<file path="config.mk">
export PLATFORM = sky130hd
export DESIGN_NAME = regc_write_arbiter
export DESIGN_NICKNAME = d
export VERILOG_FILES = /design/src/rtl/regc_arb_pkg.sv /design/src/rtl/rr_pick.sv /design/src/rtl/regc_write_arbiter.sv
export SDC_FILE = /design/constraint.sdc
export NUM_CORES = 1
export LEC_CHECK = 0
export BUFFER_PORTS_ARGS = -buffer_cell sky130_fd_sc_hd__buf_2
export CAP_MARGIN = 20
export CORE_UTILIZATION = 45
export DETAILED_ROUTE_END_ITERATION = 6
export PLACE_DENSITY = 0.92
export SYNTH_ARGS = -nofsm -noshare
export SYNTH_HDL_FRONTEND = slang
export SYNTH_HIERARCHICAL = 1
export SYNTH_SLANG_ARGS = --single-unit
</file>
<file path="constraint.sdc">
create_clock -name clk -period 5.9 [get_ports clk]
set_clock_uncertainty 0.15 [all_clocks]
set_input_delay 1.77 -clock clk [delete_from_list [all_inputs] [get_ports clk]]
set_output_delay 1.77 -clock clk [all_outputs]
set_load 0.02 [all_outputs]
</file>
<file path="src/rtl/regc_arb_pkg.sv">
// regc_arb_pkg: shared types and constants for the register C write arbiter
package regc_arb_pkg;
    typedef enum logic {IDLE, OWNED} state_t;
    localparam int DATA_W = 32;
    localparam int IDX_W = 2;
    localparam int LOCK_MAX_DEF = 4;
    function automatic logic [IDX_W-1:0] nextIdx(input logic [IDX_W-1:0] i, input int n);
        return (int'(i) >= n - 1) ? '0 : i + 1'b1;
    endfunction
endpackage

</file>
<file path="src/rtl/rr_pick.sv">
// rr_pick: combinational round-robin picker, first valid at or after ptr (mod NREQ)
module rr_pick #(
    parameter int NREQ = 3,
    parameter int IW = 2
)(
    input  logic [NREQ-1:0] valid,
    input  logic [IW-1:0]   ptr,
    output logic [NREQ-1:0] grant,
    output logic [IW-1:0]   idx,
    output logic            any
);
    always_comb begin
        int c;
        grant = '0;
        idx = '0;
        any = 1'b0;
        c = 0;
        // Scan from the farthest candidate down so the one nearest ptr wins.
        for (int k = NREQ - 1; k >= 0; k--) begin
            c = int'(ptr) + k;
            c = (c >= NREQ) ? c - NREQ : c;
            if (valid[c]) begin
                grant = '0;
                grant[c] = 1'b1;
                idx = IW'(c);
                any = 1'b1;
            end
        end
    end
endmodule

</file>
<file path="src/rtl/regc_write_arbiter.sv">
// regc_write_arbiter: round-robin arbiter sharing register C among producers, with locked bursts
module regc_write_arbiter
    import regc_arb_pkg::*;
#(
    parameter int NREQ = 3,
    parameter int DW = DATA_W,
    parameter int LOCK_MAX = LOCK_MAX_DEF
)(
    input  logic              clk,
    input  logic              rst,
    input  logic              hold_c,
    input  logic [NREQ-1:0]   req_valid,
    input  logic [NREQ-1:0]   req_lock,
    input  logic [NREQ*DW-1:0] req_data,
    output logic [NREQ-1:0]   req_ready,
    output logic              load_c,
    output logic [DW-1:0]     data_c,
    output logic [IDX_W-1:0]  grant_id
);
    localparam int BW = $clog2(LOCK_MAX + 1);

    state_t state, stateNext;
    logic [IDX_W-1:0] ptr, ptrNext, owner, ownerNext, winIdx;
    logic [BW-1:0] beats, beatsNext;
    logic [NREQ-1:0] ownerMask, pickValid, pickGrant;
    logic pickAny, accept, lastBeat;

    // While a burst is locked only the owner is offered to the picker.
    assign ownerMask = NREQ'(1) << owner;
    assign pickValid = (state == OWNED) ? (req_valid & ownerMask) : req_valid;
    assign lastBeat = int'(beats) + 1 >= LOCK_MAX;

    rr_pick #(.NREQ(NREQ), .IW(IDX_W)) picker (
        .valid(pickValid),
        .ptr(ptr),
        .grant(pickGrant),
        .idx(winIdx),
        .any(pickAny)
    );

    always_ff @(posedge clk) begin
        if (rst) begin
            state <= IDLE;
            ptr <= '0;
            owner <= '0;
            beats <= '0;
        end else begin
            state <= stateNext;
            ptr <= ptrNext;
            owner <= ownerNext;
            beats <= beatsNext;
        end
    end

    // Any non-locking accept, or an owner that stops presenting, ends ownership.
    always_comb begin
        stateNext = state;
        ptrNext = ptr;
        ownerNext = owner;
        beatsNext = beats;
        if (accept && req_lock[winIdx] && !lastBeat) begin
            stateNext = OWNED;
            ownerNext = winIdx;
            beatsNext = beats + 1'b1;
        end else if (accept || (state == OWNED && !hold_c)) begin
            stateNext = IDLE;
            ptrNext = nextIdx((state == OWNED) ? owner : winIdx, NREQ);
            beatsNext = '0;
        end
    end

    always_comb begin
        req_ready = (rst || hold_c) ? '0 : pickGrant;
        accept = !rst && !hold_c && pickAny;
    end

    always_ff @(posedge clk) begin
        if (rst) begin
            load_c <= 1'b0;
            data_c <= '0;
            grant_id <= '0;
        end else begin
            load_c <= accept;
            if (accept) begin
                data_c <= req_data[int'(winIdx)*DW +: DW];
                grant_id <= winIdx;
            end
        end
    end

    for (genvar g = 0; g < NREQ; g++) begin : gStable
        assert property (@(posedge clk) disable iff (rst)
            req_valid[g] && !req_ready[g] |=>
            req_valid[g] && $stable(req_lock[g]) && $stable(req_data[g*DW +: DW]));
    end
endmodule

</file>
# After elaboration in Yosys (flattened, before gate mapping)
# Index checks and enable logic that the tools add are counted.
[totals]
reg_bits = 43
in_bits = 105
out_inout_bits = 38
[classes]
add_sub_neg = 8
n_lt_le_gt_ge = 12
shift = 2
muxes = 37
bitwise_logic = 2
n_reduce_logical = 15
[ops]
columns = ["cell", "n"]
rows = [
  ["$ge 32x1->1 const B", 3],
  ["$lt 32x4->1 const B", 3],
  ["$mux 32", 3],
  ["$shiftx 96x8->32", 1],
  ["$ge 32x3->1 const B", 2],
  ["$sub 32x3->32 const B", 2],
  ["$mux 3", 7],
  ["$mux 1", 15],
  ["$mux 2", 5],
  ["$bmux 1 s2", 4],
  ["$logic_and 1x1->1", 8],
  ["$demux 1 s2", 3],
  ["$add 3x1->4 const B", 1],
  ["$ge 2x2->1 const B", 2],
  ["$ge 4x3->1 const B", 1],
  ["$add 2x1->3 const B", 1],
  ["$add 2x2->3 const B", 1],
  ["$add 3x1->3 const B", 1],
  ["$and 3x3->3", 1],
  ["$logic_not 1->1", 3],
  ["$lt 2x3->1 const B", 1],
  ["$shl 1x2->3 const A", 1],
  ["$sub 2x2->3 const B", 1],
  ["$add 2x1->2 const B", 1],
  ["4 further kinds", 5],
]

# Longest topological paths before layout
[depth]
depth_word = 15
mapped_depth = 13
mapped_depth_nobuf = 10

# Cells and area by module
# Netlist, hierarchy kept.
[modules_own_cells]
columns = ["mod", "instances", "cells_per_inst", "area_each_um2", "seq_area_each_um2"]
rows = [
  ["regc_write_arbiter", 1, 282, 2306.0, 860.8],
  ["rr_pick", 1, 45, 345.3, 0.0],
]

# Worst setup path after synthesis
# No wires, ideal clock.
[synth_path]
path_type = "input-to-output"
start = "input req_valid[2]"
end = "output req_ready[2]"
arrival_ps = 3225
slack_ps = 755
stages = 5
path_cell_list = "a21boi_0 mux2i_4 o22ai_2 mux2_2 and2_1"
[synth_via]
elab_chain_cells = 9
word_cells_on_any_way = 15
classes_between = "mux (14); bitwise (1)"
[synth_rtl]
columns = ["element", "line", "text"]
rows = [
  ["from (decl)", "regc_write_arbiter.sv:12", "input logic [NREQ-1:0] req_valid,"],
  ["$and 3x3->3", "regc_write_arbiter.sv:30", "assign pickValid = (state == OWNED) ? (req_valid & ownerMask) : req_valid;"],
  ["$mux 3 *", "regc_write_arbiter.sv:30", ""],
  ["$bmux 1 s2", "rr_pick.sv:22", "if (valid[c]) begin"],
  ["$mux 1 (not written as such) (2 in series)", "rr_pick.sv:22", ""],
  ["$mux 3 (2 in series)", "rr_pick.sv:22", ""],
  ["$mux 3 *", "rr_pick.sv:22", ""],
  ["named net pickGrant[2]", "regc_write_arbiter.sv:25", "logic [NREQ-1:0] ownerMask, pickValid, pickGrant;"],
  ["$mux 3 *", "regc_write_arbiter.sv:73", "req_ready = (rst || hold_c) ? '0 : pickGrant;"],
  ["to (decl)", "regc_write_arbiter.sv:15", "output logic [NREQ-1:0] req_ready,"],
]
# The timed path passes the listed nets; every way through them passes the cells marked *. The select of a mux whose other input is x is not followed.

# Final worst setup path
[layout_path]
start = "input req_valid[1]"
end = "output req_ready[2]"
[layout_via]
elab_chain_cells = 9
word_cells_on_any_way = 15
classes_between = "mux (14); bitwise (1)"
[layout_rtl]
columns = ["element", "line"]
rows = [
  ["$and 3x3->3", "regc_write_arbiter.sv:30"],
  ["$mux 3 *", "regc_write_arbiter.sv:30"],
  ["named net pickValid[1]", "regc_write_arbiter.sv:25"],
  ["$bmux 1 s2", "rr_pick.sv:22"],
  ["$mux 1 (not written as such) (2 in series)", "rr_pick.sv:22"],
  ["$mux 3 (2 in series)", "rr_pick.sv:22"],
  ["$mux 3 *", "rr_pick.sv:22"],
  ["named net pickGrant[2]", "regc_write_arbiter.sv:25"],
  ["$mux 3 *", "regc_write_arbiter.sv:73"],
]
# Marks and branches as above.

==> results.md <==
- Status: finished clean
- First-pass GRT wire length: 12160 um
- Peak supply drop: 0.1910 mV
- CP arrival: 3.19 ns
- Layout overhead on the synthesized area: 30.77%
- Io pins: around 140
- Final setup fails: 0
- # rows: 27
- Chip height: 78.76 um
- DRC: 0
- Post-synth top area share: 32.47%
- DIE AREA: 6202 um2
- Crit Path Max Fanout: 5
- Min Tclk post-route: 5.111 ns
- Synth Flop Type: dfxtp_1
- CTS Buffer Depth: 2
- Max-slew headroom: 49.79%
- Post-Place Worst Slack: around 0.79 ns
- Max Cap Viol: 0
- CTS Hold Bufs: 0
- CTS tree: yes
- Routed Wire Length: 7537 um
- Endpoint type of the worst setup path: output port
- Number of synthesized flops with an enable pin: 0
- Crit path launch type: input pin
- Worst Hold Class: reg -> reg
- Gpl congestion: 0.8968
- Final hold vios: 0
- Syn Nets: around 440
- Vias in the first global route: 2768
- Post-synth top cells: 47 x nor2_1, 43 x dfxtp_1, 37 x mux2i_1
- Num CTS Buffers: 5
- Clock root buffer: clkbuf_8
- N_diodes: 0
- Critical Setup Path Class: in -> out
- Via count: ~2900
- Tcrit/Tclk final: 86.62%
- Mapped Cells: 327
- Fin nets: 565
- Post-CTS sizing: 0
- Max Transition Viols Final: 0
- Least-Margin Pin Slew: 0.7532 ns
- Sequential cell area fraction in the yosys report: 32.47%
- Post CTS Setup Buffer Count: 0
- Worst-path clk slew: 0.07 ns
- Required time of the critical path: 3.98 ns
- Fin util: 61.83%
- Clock tree sinks: 43
- Largest net degree at the start of global routing: 64
- FF+latch count, synth: 43
- RSZ-0062 raised after global routing: no
- Total track usage: ~25%
- Initial Util: 47.28%
- Port Buffer Count: 142
- Count leader, synth: nor2_1
- Final TNS setup: 0 ns
- Die extent in x: between 70 and 80 um
- Core ar.: 5608 um2
- Via/cell ratio: 5.447
- Final worst slack: ~0.8 ns
- Fraction of layout cells with a size suffix above 1: 35.75%
- Largest area contributor in the netlist: dfxtp_1
- Yosys warns: 6
- Share of async-settable or async-resettable flops after synthesis: 0%
- Synth area leaders: dfxtp_1 32%, mux2i_1 14%, nand3b_1 8.2%, nor2_1 6.7%, a21oi_1 6.4%
- Cell variety after synth: 40
- Peak Freq: ~0.20 GHz
- WL/cell: 14.27 um
- Clock Latency Late Sink: 0.28 ns
- Post-route ant nets: 0
- CTS H-tree depth: 2
- Power density over cell area: between 200 and 250 nW/um2
- Detailed placement HPWL: roughly 5600 um
- Initial DRC Count: 161
- Mapped Area: 2651 um2
- Leak: around 1.6 nW
- Antenna violations before repair: 0
- Avg Inst Size Synth: between 8 and 9 um2
- GR Overflow Total: 0
- DRT Pass-1 Iters: 5
-- routing by layer --
layer  vias up  routed length (um)  global-route usage, %
li1       1424                   -                      -
met1      1316                3040                  27.79
met2       127                3845                  44.35
met3         9                 569                  7.241
met4         0                  82                  7.037
met5         -                   0                      0
-- cells by family (layout without fill, tap and decap cells) --
kind of cell / after synthesis / in the layout / share of synthesized area [%]
AO/OA/AOI/OAI: 93 / 93 / 21.05
adder cells (fa/ha/maj): 5 / 5 / 2.360
buffers and inverters: 34 / 163 / 5.805
flip-flops: 43 / 43 / 32.47
multiplexers: 41 / 41 / 16.09
AND/OR/NAND/NOR: 111 / 111 / 22.23
-- power by group --
| part | leakage (nW) | total (W) | switching, W | internal, W |
|---|---|---|---|---|
| Clock | 0.0422 | 0.000177 | 0.0000934 | 0.0000831 |
| Combinational | 1.19 | 0.000339 | 0.000199 | 0.000140 |
| Sequential | 0.353 | 0.000343 | 0.0000188 | 0.000324 |
| Total | 1.58 | 0.000859 | 0.000311 | 0.000547 |
-- final timing paths --
| kind | startpoint | end | slack [ns] | cells after the start |
|---|---|---|---|---|
| worst max-delay path | req_valid[1] | req_ready[2] | 0.79 | 8 |
| worst min-delay path | beats[1] | beats[1] | 0.33 | 2 |
| worst max register to register | ptr[0] | ptr[0] | 2.46 | 11 |
| worst min register to register | beats[1] | beats[1] | 0.33 | 2 |
-- registers in the layout, indices dropped and copies added (netlist names) --
name	flops
grant_id	2
state	1
data_c	32
beats	3
ptr	2
load_c	1
owner	2
-- through the flow --
step | instance area, um2 | std cells | total power (W) | hold WS, ns
after floorplan | 2651 | 327 | 0.0005794 | 0.2953
final | 3467 | 528 | 0.0008586 | 0.3258
after global routing | 3467 | 528 | 0.0009155 | 0.3617
after CTS | 3467 | 528 | 0.0008654 | 0.3271
after global placement | 3386 | 520 | 0.0006752 | 0.3085
after detailed placement | 3386 | 520 | 0.0006869 | 0.3144
-- cells in the final DEF (no fill, tap or decap), drive strengths merged, types with 2 or more instances in the layout --
| master | n |
|---|---|
| clkbuf | 7 |
| nand3b | 29 |
| nand2 | 9 |
| buf | 148 |
| a31o | 2 |
| o31ai | 2 |
| o2bb2ai | 2 |
| a21oi | 35 |
| nor2 | 47 |
| nand4 | 3 |
| nor3 | 7 |
| inv | 7 |
| nand2b | 3 |
| a2bb2oi | 2 |
| o21ai | 28 |
| o21a | 2 |
| a21o | 2 |
| a211oi | 6 |
| a32oi | 2 |
| mux2i | 38 |
| and2 | 3 |
| o22ai | 4 |
| a21boi | 2 |
| mux2 | 3 |
| ha | 5 |
| dfxtp | 43 |
| nor2b | 7 |
-- critical path: stages --
cell	delay, ns
buf_2	0.08
o21a_1	0.22
nor2b_1	0.29
mux2i_1	0.22
o2bb2ai_1	0.08
mux2_2	0.25
and2_1	0.13
buf_2	0.15
-- area by class of cell --
cell class | count | area (um2)
Timing Repair Buffer | 148 | 755.7
Inverter | 7 | 26.28
Clock inverter | 1 | 5.005
Fill cell | 502 | 2141
Clock buffer | 7 | 76.32
Sequential cell | 43 | 860.8
Multi-Input combinational cell | 250 | 1653
Tap cell | 72 | 90.09
Power figures use the tool's default switching activity.
